### src/rtl/pipe_controller.sv
// Pipelined control unit: decodes the custom opcode in ID, carries the control bundle through
// ID/EX, EX/MEM and MEM/WB, resolves branches in EX and raises load-use stall and flush.
module pipe_controller #(
    parameter int unsigned OP_W       = 7,
    parameter int unsigned ALUC_W     = 4,
    parameter bit          EXT_BRANCH = 1'b1,
    parameter int unsigned REG_A_W    = 5
) (
    input  logic               clk,
    input  logic               rst,
    input  logic [OP_W-1:0]    op_d,
    input  logic [REG_A_W-1:0] rs1_d,
    input  logic [REG_A_W-1:0] rs2_d,
    input  logic [REG_A_W-1:0] rd_e,
    input  logic               zero_e,
    input  logic               lt_e,
    output logic               reg_write_e,
    output logic               reg_write_m,
    output logic               reg_write_w,
    output logic               mem_write_m,
    output logic [1:0]         result_src_w,
    output logic [ALUC_W-1:0]  alu_ctl_e,
    output logic               alu_src_e,
    output logic               jalr_e,
    output logic [2:0]         imm_src_d,
    output logic               pc_src_e,
    output logic               stall_f,
    output logic               stall_d,
    output logic               flush_d,
    output logic               illegal_d
);

    localparam logic [1:0] ResAlu = 2'b00;
    localparam logic [1:0] ResMem = 2'b01;
    localparam logic [1:0] ResPc4 = 2'b10;
    localparam logic [1:0] ResImm = 2'b11;

    typedef enum logic [1:0] {BrEq, BrNe, BrLt, BrGe} br_type_e;

    typedef struct packed {
        logic              reg_write;
        logic [1:0]        result_src;
        logic              mem_write;
        logic [ALUC_W-1:0] alu_ctl;
        logic              alu_src;
        logic              branch;
        br_type_e          br_type;
        logic              jump;
        logic              jalr;
    } ctl_t;

    typedef struct packed {
        logic       reg_write;
        logic [1:0] result_src;
        logic       mem_write;
    } mem_t;

    typedef struct packed {
        logic       reg_write;
        logic [1:0] result_src;
    } wb_t;

    ctl_t        ctl_d, ex_q;
    mem_t        mem_q;
    wb_t         wb_q;
    logic [31:0] op_val;
    logic        br_cond;
    logic        load_use;

    // Immediate formats: 0 I, 1 S, 2 B, 3 J, 4 U.
    always_comb begin
        ctl_d     = '0;
        imm_src_d = 3'd0;
        illegal_d = 1'b0;
        op_val    = 32'(op_d);
        case (op_val) inside
            [32'd0:32'd4]: begin
                ctl_d.reg_write = 1'b1;
                ctl_d.alu_ctl   = (op_val == 32'd4) ? ALUC_W'(7) : ALUC_W'(op_val);
            end
            [32'd5:32'd9]: begin
                ctl_d.reg_write = 1'b1;
                ctl_d.alu_src   = 1'b1;
                ctl_d.alu_ctl   = (op_val == 32'd9) ? ALUC_W'(7) : ALUC_W'(op_val - 32'd5);
            end
            32'd10: begin
                ctl_d.reg_write  = 1'b1;
                ctl_d.alu_src    = 1'b1;
                ctl_d.result_src = ResMem;
            end
            32'd11: begin
                ctl_d.mem_write = 1'b1;
                ctl_d.alu_src   = 1'b1;
                imm_src_d       = 3'd1;
            end
            32'd12: begin
                ctl_d.reg_write  = 1'b1;
                ctl_d.jump       = 1'b1;
                ctl_d.result_src = ResPc4;
                imm_src_d        = 3'd3;
            end
            [32'd13:32'd16]: begin
                if (EXT_BRANCH || op_val == 32'd13) begin
                    ctl_d.branch  = 1'b1;
                    ctl_d.alu_ctl = ALUC_W'(1);
                    // 13,14,15,16 have low bits 01,10,11,00: minus one gives eq,ne,lt,ge
                    ctl_d.br_type = br_type_e'(op_d[1:0] - 2'd1);
                    imm_src_d     = 3'd2;
                end else begin
                    illegal_d = 1'b1;
                end
            end
            32'd17: begin
                ctl_d.reg_write  = 1'b1;
                ctl_d.jalr       = 1'b1;
                ctl_d.alu_src    = 1'b1;
                ctl_d.result_src = ResPc4;
            end
            32'd18: begin
                ctl_d.reg_write  = 1'b1;
                ctl_d.result_src = ResImm;
                imm_src_d        = 3'd4;
            end
            default: illegal_d = 1'b1;
        endcase
    end

    always_comb begin
        br_cond = 1'b0;
        case (ex_q.br_type)
            BrEq:    br_cond = zero_e;
            BrNe:    br_cond = !zero_e;
            BrLt:    br_cond = lt_e;
            BrGe:    br_cond = !lt_e;
            default: br_cond = 1'b0;
        endcase
    end

    assign pc_src_e = (ex_q.branch & br_cond) | ex_q.jump | ex_q.jalr;
    assign load_use = (ex_q.result_src == ResMem) && (rd_e != '0) &&
                      ((rd_e == rs1_d) || (rd_e == rs2_d));
    // A redirect flushes the would-be stalled instruction, so it overrides the stall.
    assign stall_f  = load_use & ~pc_src_e;
    assign stall_d  = load_use & ~pc_src_e;
    assign flush_d  = pc_src_e;

    always_ff @(posedge clk or negedge rst) begin
        if (!rst) begin
            ex_q  <= '0;
            mem_q <= '0;
            wb_q  <= '0;
        end else begin
            ex_q             <= (stall_d || pc_src_e) ? '0 : ctl_d;
            mem_q.reg_write  <= ex_q.reg_write;
            mem_q.result_src <= ex_q.result_src;
            mem_q.mem_write  <= ex_q.mem_write;
            wb_q.reg_write   <= mem_q.reg_write;
            wb_q.result_src  <= mem_q.result_src;
        end
    end

    assign reg_write_e  = ex_q.reg_write;
    assign alu_ctl_e    = ex_q.alu_ctl;
    assign alu_src_e    = ex_q.alu_src;
    assign jalr_e       = ex_q.jalr;
    assign reg_write_m  = mem_q.reg_write;
    assign mem_write_m  = mem_q.mem_write;
    assign reg_write_w  = wb_q.reg_write;
    assign result_src_w = wb_q.result_src;

endmodule

### config.mk
export PLATFORM = sky130hd
export DESIGN_NAME = pipe_controller
export DESIGN_NICKNAME = d
export VERILOG_FILES = /design/src/rtl/pipe_controller.sv
export SDC_FILE = /design/constraint.sdc
export NUM_CORES = 1
export LEC_CHECK = 0
export ABC_CLOCK_PERIOD_IN_PS = 1530
export CORE_ASPECT_RATIO = 0.6
export CORE_MARGIN = 2
export CORE_UTILIZATION = 39
export CTS_CLUSTER_DIAMETER = 100
export DETAILED_ROUTE_END_ITERATION = 16
export PLACE_DENSITY = 0.75
export SETUP_SLACK_MARGIN = 0.1
export SLEW_MARGIN = 20
export SYNTH_ARGS = -nofsm -noshare
export SYNTH_HDL_FRONTEND = slang
export SYNTH_SLANG_ARGS = --single-unit
### constraint.sdc
create_clock -name clk -period 1.53 [get_ports clk]
set_input_delay 0.2295 -clock clk [delete_from_list [all_inputs] [get_ports clk]]
set_output_delay 0.2295 -clock clk [all_outputs]
set_load 0.01 [all_outputs]
==> results of run 1 <==
-- layer usage --
layer	global-route usage	wire [um]
met5	0	0
met4	0.06909	114
met3	0.07885	343
met2	0.4973	2194
met1	0.3060	1941
-- logic make-up after synthesis --
group | share of synthesized area
AND/OR/NAND/NOR | 0.2139
flip-flops | 0.4299
XOR/XNOR | 0.09314
adder cells (fa/ha/maj) | 0.05118
multiplexers | 0.008189
AO/OA/AOI/OAI | 0.1412
buffers and inverters | 0.06243
-- worst max path at each step --
stage | start | to | cells past startpoint
floorplan | ex_q[3]$_DFF_PN0_ | alu_src_e$_DFF_PN0_ | 6
global placement | op_d[4] | illegal_d | 7
detailed placement | op_d[4] | illegal_d | 7
CTS | ex_q[3]$_DFF_PN0_ | stall_d | 5
global route | ex_q[3]$_DFF_PN0_ | stall_d | 5
finish | rd_e[0] | stall_d | 7
-- metrics by stage --
step           utilization  instance area (um2)  setup WS, ns
6_report            0.8094                 2370       -0.2476
5_1_grt             0.8094                 2370       -0.3609
4_1_cts             0.7893                 2311       -0.2690
3_5_place_dp        0.6641                 1944       -0.9459
3_3_place_gp        0.6641                 1944       -0.8598
2_1_floorplan            -                 1236     -0.007316
-- layout make-up --
class | count | share of cell area
tap | 42 | 0.02218
clock inverter | 1 | 0.002112
timing repair buffer | 100 | 0.3712
multi-input combinational | 98 | 0.3606
inverter | 3 | 0.004752
sequential | 21 | 0.2218
clock buffer | 3 | 0.01742
-- critical path: stages --
cell	delay, ns
clkdlybuf4s50_1	0.53
xnor2_1	0.14
nand3_1	0.11
o22ai_2	0.20
nand2_1	0.09
nor2_2	0.12
buf_2	0.14
-- power by group through the flow --
stage	clock network, uW	logic (uW)	registers, uW
global route	390	416	570
detailed placement	0	304	580
global placement	0	299	579
floorplan	0	114	582
finish	371	393	569
CTS	366	363	569
-- placed cells by master, fill, tap and decap left out, drive strengths merged, types with 3 or more instances in the layout --
cell type | Yosys | routed
ha | 5 | 5
dfrtp | 21 | 21
clkbuf | 1 | 3
clkdlybuf4s50 | 0 | 23
a21oi | 5 | 5
nor2 | 14 | 14
xnor2 | 12 | 12
nor4 | 3 | 3
nand2 | 12 | 12
dlygate4sd2 | 0 | 6
buf | 8 | 68
inv | 3 | 3
nor3 | 10 | 10
o21ai | 8 | 8
-- registers in the layout, indices dropped and copies added, names as in the netlist --
name	count
alu_ctl_e	4
alu_src_e	1
ex_q	7
jalr_e	1
mem_q	2
mem_write_m	1
reg_write_e	1
reg_write_m	1
reg_write_w	1
result_src_w	2
-- repair_timing --
| action | CTS | global route |
|---|---|---|
| resized for setup | 121 | 12 |
| buffers inserted | 17 | 3 |
| hold endpoints to repair | 0 | 0 |
| gates cloned | 0 | 0 |
| pin swaps | 23 | 12 |
| endpoints found under the setup margin | 23 | 24 |
==> impl_metrics.env, run 1 <==
export IMPL_final_cells=268
export IMPL_rsz0062_at_grt="yes"
export IMPL_synth_nets=162
export IMPL_yosys_top_cells_count="21 x dfrtp_1, 14 x nor2_1, 12 x nand2_1, 12 x xnor2_1, 10 x nor3_1"
export IMPL_grt_pass1_vias=1432
export IMPL_numCtsBuffers=3
export IMPL_setup_viol=21
export IMPL_nets=258
export IMPL_clockBufferDepth=2
export IMPL_start_util=0.4175
export IMPL_hold_buffers=0
export IMPL_dr_pass1_iters=4
export IMPL_multi_input_area_um2=854.6
export IMPL_maxCapViolCount=0
export IMPL_drt_iter0_drc=107
export IMPL_synth_area_um2=1222
export IMPL_clk_pin_slew_ns=0.08
export IMPL_irDropWorstVdd_mv=0.4762
export IMPL_wl_per_cell_um=17.14
export IMPL_skew_ns=0.01261
export IMPL_failed_checks="setup timing"
export IMPL_final_setup_worst_slack_ns=-0.2476
export IMPL_clock_sinks=21
export IMPL_ant_nets=0
export IMPL_tns_ns=-3.458
export IMPL_startpoint_type="primary input"
export IMPL_hold_viol=0
export IMPL_path_class="in -> out"
export IMPL_ios=46
export IMPL_finalCriticalPeriod_ns=1.778
export IMPL_dieArea_um2=3613
export IMPL_yosysWarnings=0
export IMPL_htree_levels=1
export IMPL_power_clock_fraction=0.278
export IMPL_max_freq_mhz=562.6
export IMPL_power_share_combinational=0.295
export IMPL_clock_latency_ns=0.27
export IMPL_antenna_found_initial=0
export IMPL_reg2reg_depth=6
export IMPL_synthTopCellsByArea="dfrtp_1 43%, xnor2_1 8.6%, ha_1 5.1%"
export IMPL_end_kind="primary output"
export IMPL_port_buffers=45
export IMPL_seq_area_frac_synth=0.4299
export IMPL_pwr_share_seq=0.427
export IMPL_synth_most_common_cell="dfrtp_1"
export IMPL_syn2layout_area_growth_pct=93.86
export IMPL_dp_hpwl_um=2871
export IMPL_postSynthCellCount=131
export IMPL_hold_path_class="in -> async"
export IMPL_slew_headroom=0.6674
export IMPL_intPower_uw=956.3
export IMPL_drive_gt1_frac=0.5044
export IMPL_vias=1418
export IMPL_drt_wl_total_um=4594
export IMPL_grt_max_degree=22
export IMPL_slew_violations=0
export IMPL_power_uw=1333
export IMPL_cp_max_fo=3
export IMPL_hold_slack_ns=0.3039
export IMPL_nFillCells=167
export IMPL_r2r_start="ex_q[3]$_DFF_PN0_"
export IMPL_synth_avg_cell_area_um2=9.331
export IMPL_p_per_area_nw_per_um2=562.3
export IMPL_dp_cells=245
export IMPL_power_leakage_uw=0.001110
export IMPL_rows=15
export IMPL_arrival_ns=1.55
export IMPL_status="finished, violations left"
export IMPL_r2r_end="alu_src_e$_DFF_PN0_"
export IMPL_p_sw_frac=0.2824
export IMPL_via_per_inst=5.291
export IMPL_synth_cell_type_count=35
export IMPL_synth_ff_type="dfrtp_1"
export IMPL_netSwitchingPower_uw=376.3
export IMPL_place_gp_congestion=0.9330
export IMPL_worstMarginPinSlew_ns=0.4945
export IMPL_die_x_um=76.28
export IMPL_seq_area_um2=525.5
export IMPL_grtUsageTotal=0.2623
export IMPL_drc_errors=0
export IMPL_diodes=0
export IMPL_grt_pass1_wl_um=7038
export IMPL_synthArstFlopShare=1.000
export IMPL_root_buffer="clkbuf_8"
export IMPL_synth_top_area_share=0.4299
export IMPL_die_h_um=47.37
export IMPL_synth_largest_area_cell="dfrtp_1"
export IMPL_fin_crit_sh=1.162
export IMPL_ys_ff_latch=21
export IMPL_core_area_um2=2928
export IMPL_rrSetupSlack_ns=-0.24
export IMPL_synth_edf_count=0
export IMPL_grt_ovfl_total=0
export IMPL_required_ns=1.30
export IMPL_cts_tree="done"
Note: power is estimated with default switching activity, not from simulation.
==> run 2, diff against run 1 <==
- CORE_UTILIZATION: 39 -> 55
- CTS_CLUSTER_DIAMETER: 100 -> default
- DONT_BUFFER_PORTS: default -> 1
- PLACE_DENSITY: 0.75 -> 0.73
==> run 2 against run 1 <==
The flow still finishes with violations (setup timing). Die area is 27% lower. Final cell count is 32% lower. Core utilization is 8.5 points lower. Non-clock buffer count is 74 lower. Largest cell class is now multi-input combinational cells.
==> impl_metrics.env, run 2 (synthesis results as in run 1) <==
export IMPL_vias=1065
export IMPL_status="finished, violations left"
export IMPL_core_area_um2=2131
export IMPL_path_class="reg -> out"
export IMPL_clock_sinks=21
export IMPL_drc_errors=0
export IMPL_dp_hpwl_um=2192
export IMPL_rsz0062_at_grt="yes"
export IMPL_hold_viol=0
export IMPL_clock_latency_ns=0.25
export IMPL_worstMarginPinSlew_ns=0.8605
export IMPL_slew_headroom=0.4244
export IMPL_clk_pin_slew_ns=0.07
export IMPL_grt_pass1_wl_um=4471
export IMPL_layout_common_cells="22 x buf_4, 21 x dfrtp_1, 12 x xnor2_1"
export IMPL_top_register="ex_q"
export IMPL_cp_max_fo=3
export IMPL_numCtsBuffers=3
export IMPL_diodes=0
export IMPL_irDropWorstVdd_mv=0.3689
export IMPL_crit_slowest_cell="dfrtp_1"
export IMPL_cts_tree="done"
export IMPL_power_leakage_uw=0.0007170
export IMPL_via_per_inst=5.852
export IMPL_dieArea_um2=2628
export IMPL_cpLargestDelayFamily="flip-flops"
export IMPL_drive_gt1_frac=0.3421
export IMPL_ant_nets=0
export IMPL_required_ns=1.30
export IMPL_die_x_um=64.87
export IMPL_setup_viol=17
export IMPL_skew_ns=0.002277
export IMPL_largest_reg_flops=7
export IMPL_nFillCells=156
export IMPL_drt_iter0_drc=70
export IMPL_seq_area_um2=525.5
export IMPL_cp_num_buf_inv=1
export IMPL_dr_pass1_iters=4
export IMPL_syn2layout_area_growth_pct=26.20
export IMPL_root_buffer="clkbuf_8"
export IMPL_clockBufferDepth=2
export IMPL_failed_checks="setup timing"
export IMPL_grtUsageTotal=0.2386
export IMPL_final_setup_worst_slack_ns=-0.2192
export IMPL_arrival_ns=1.52
export IMPL_drt_wl_total_um=2892
export IMPL_end_kind="primary output"
export IMPL_layout_commonest_cell="buf_4"
export IMPL_slew_violations=0
export IMPL_hold_slack_ns=0.04528
export IMPL_port_buffers=0
export IMPL_ios=46
export IMPL_multi_input_area_um2=713.2
export IMPL_antenna_found_initial=0
export IMPL_fin_crit_sh=1.143
export IMPL_rows=13
export IMPL_finalCriticalPeriod_ns=1.749
export IMPL_cp_cell_sequence="mux2i_1, xnor2_1, a211o_1, buf_6, nor2_4"
export IMPL_nets=184
export IMPL_place_gp_congestion=0.9094
export IMPL_grt_ovfl_total=0
export IMPL_dp_slack_ns=-0.1838
export IMPL_crit_path_max_incr_delay_ns=0.35
export IMPL_wl_per_cell_um=15.89
export IMPL_p_per_area_nw_per_um2=718.2
export IMPL_die_h_um=40.52
export IMPL_grt_max_degree=22
export IMPL_hold_path_class="in -> reg"
export IMPL_htree_levels=1
export IMPL_max_freq_mhz=571.7
export IMPL_grt_pass1_vias=972
export IMPL_start_util=0.5737
export IMPL_maxCapViolCount=0
export IMPL_startpoint_type="register"
run 2: cell count changes in the layout (fill, tap and decap cells not counted), moves of 4 or more:
cell | previous run | this run
dlygate4sd2_1 | 6 | 0
buf_2 | 8 | 0
nor3_1 | 4 | 8
buf_4 | 41 | 22
clkdlybuf4s50_1 | 23 | 0
buf_6 | 19 | 3
run 2: path summary, 6_finish.rpt:
| path | from | slack (ns) | depth (start not counted) | to |
|---|---|---|---|---|
| setup / recovery | ex_q[3]$_DFF_PN0_ | -0.22 | 5 | stall_f |
| hold / removal | op_d[0] | 0.05 | 1 | ex_q[2]$_DFF_PN0_ |
| setup reg to reg | ex_q[3]$_DFF_PN0_ | -0.20 | 6 | ex_q[10]$_DFF_PN0_ |
| hold reg to reg | mem_q[2]$_DFF_PN0_ | 0.35 | 0 | result_src_w[1]$_DFF_PN0_ |
| max in group asynchronous | rst | 0.47 | 1 | mem_write_m$_DFF_PN0_ |
| min in group asynchronous | rst | 0.53 | 1 | ex_q[11]$_DFF_PN0_ |
run 2: final cells by class:
| class | count | share of cell area |
|---|---|---|
| clock buffers | 3 | 0.02676 |
| clock inverters | 1 | 0.003244 |
| inverters | 3 | 0.007299 |
| multi-input cells | 98 | 0.4623 |
| flip-flops and latches | 21 | 0.3406 |
| well taps | 30 | 0.02433 |
| repair buffers | 26 | 0.1354 |
run 2: stage by stage:
step	util	TNS, ns	instance area [um2]	std cells	power [uW]
6_report	0.7240	-1.751	1543	182	1108
5_1_grt	0.7240	-3.211	1543	182	1163
4_1_cts	0.7052	-2.033	1503	179	1107
3_5_place_dp	0.6377	-1.527	1359	172	730.5
3_3_place_gp	0.6377	-0.8058	1359	172	727.5
2_1_floorplan	-	-0.007316	1236	131	696.0
run 2: per-layer routing:
layer / routed length, um / GRT usage
met5: 0 / 0
met4: 39 / 0.1011
met3: 307 / 0.05337
met2: 1343 / 0.3814
met1: 1201 / 0.3208
run 2: repair_timing:
action / 4_1_cts / 5_1_grt
pin swaps: 4 / 5
hold endpoints to repair: 21 / 0
setup endpoints to repair: 21 / 21
hold buffers: 1 / 0
setup buffers: 2 / 3
cloned: 0 / 0
gates resized for setup: 22 / 5
run 2: report_power, final:
group          internal [uW]  switching (uW)
sequential               565            8.29
clock                    181             169
combinational           93.8            90.8
total                    840             268
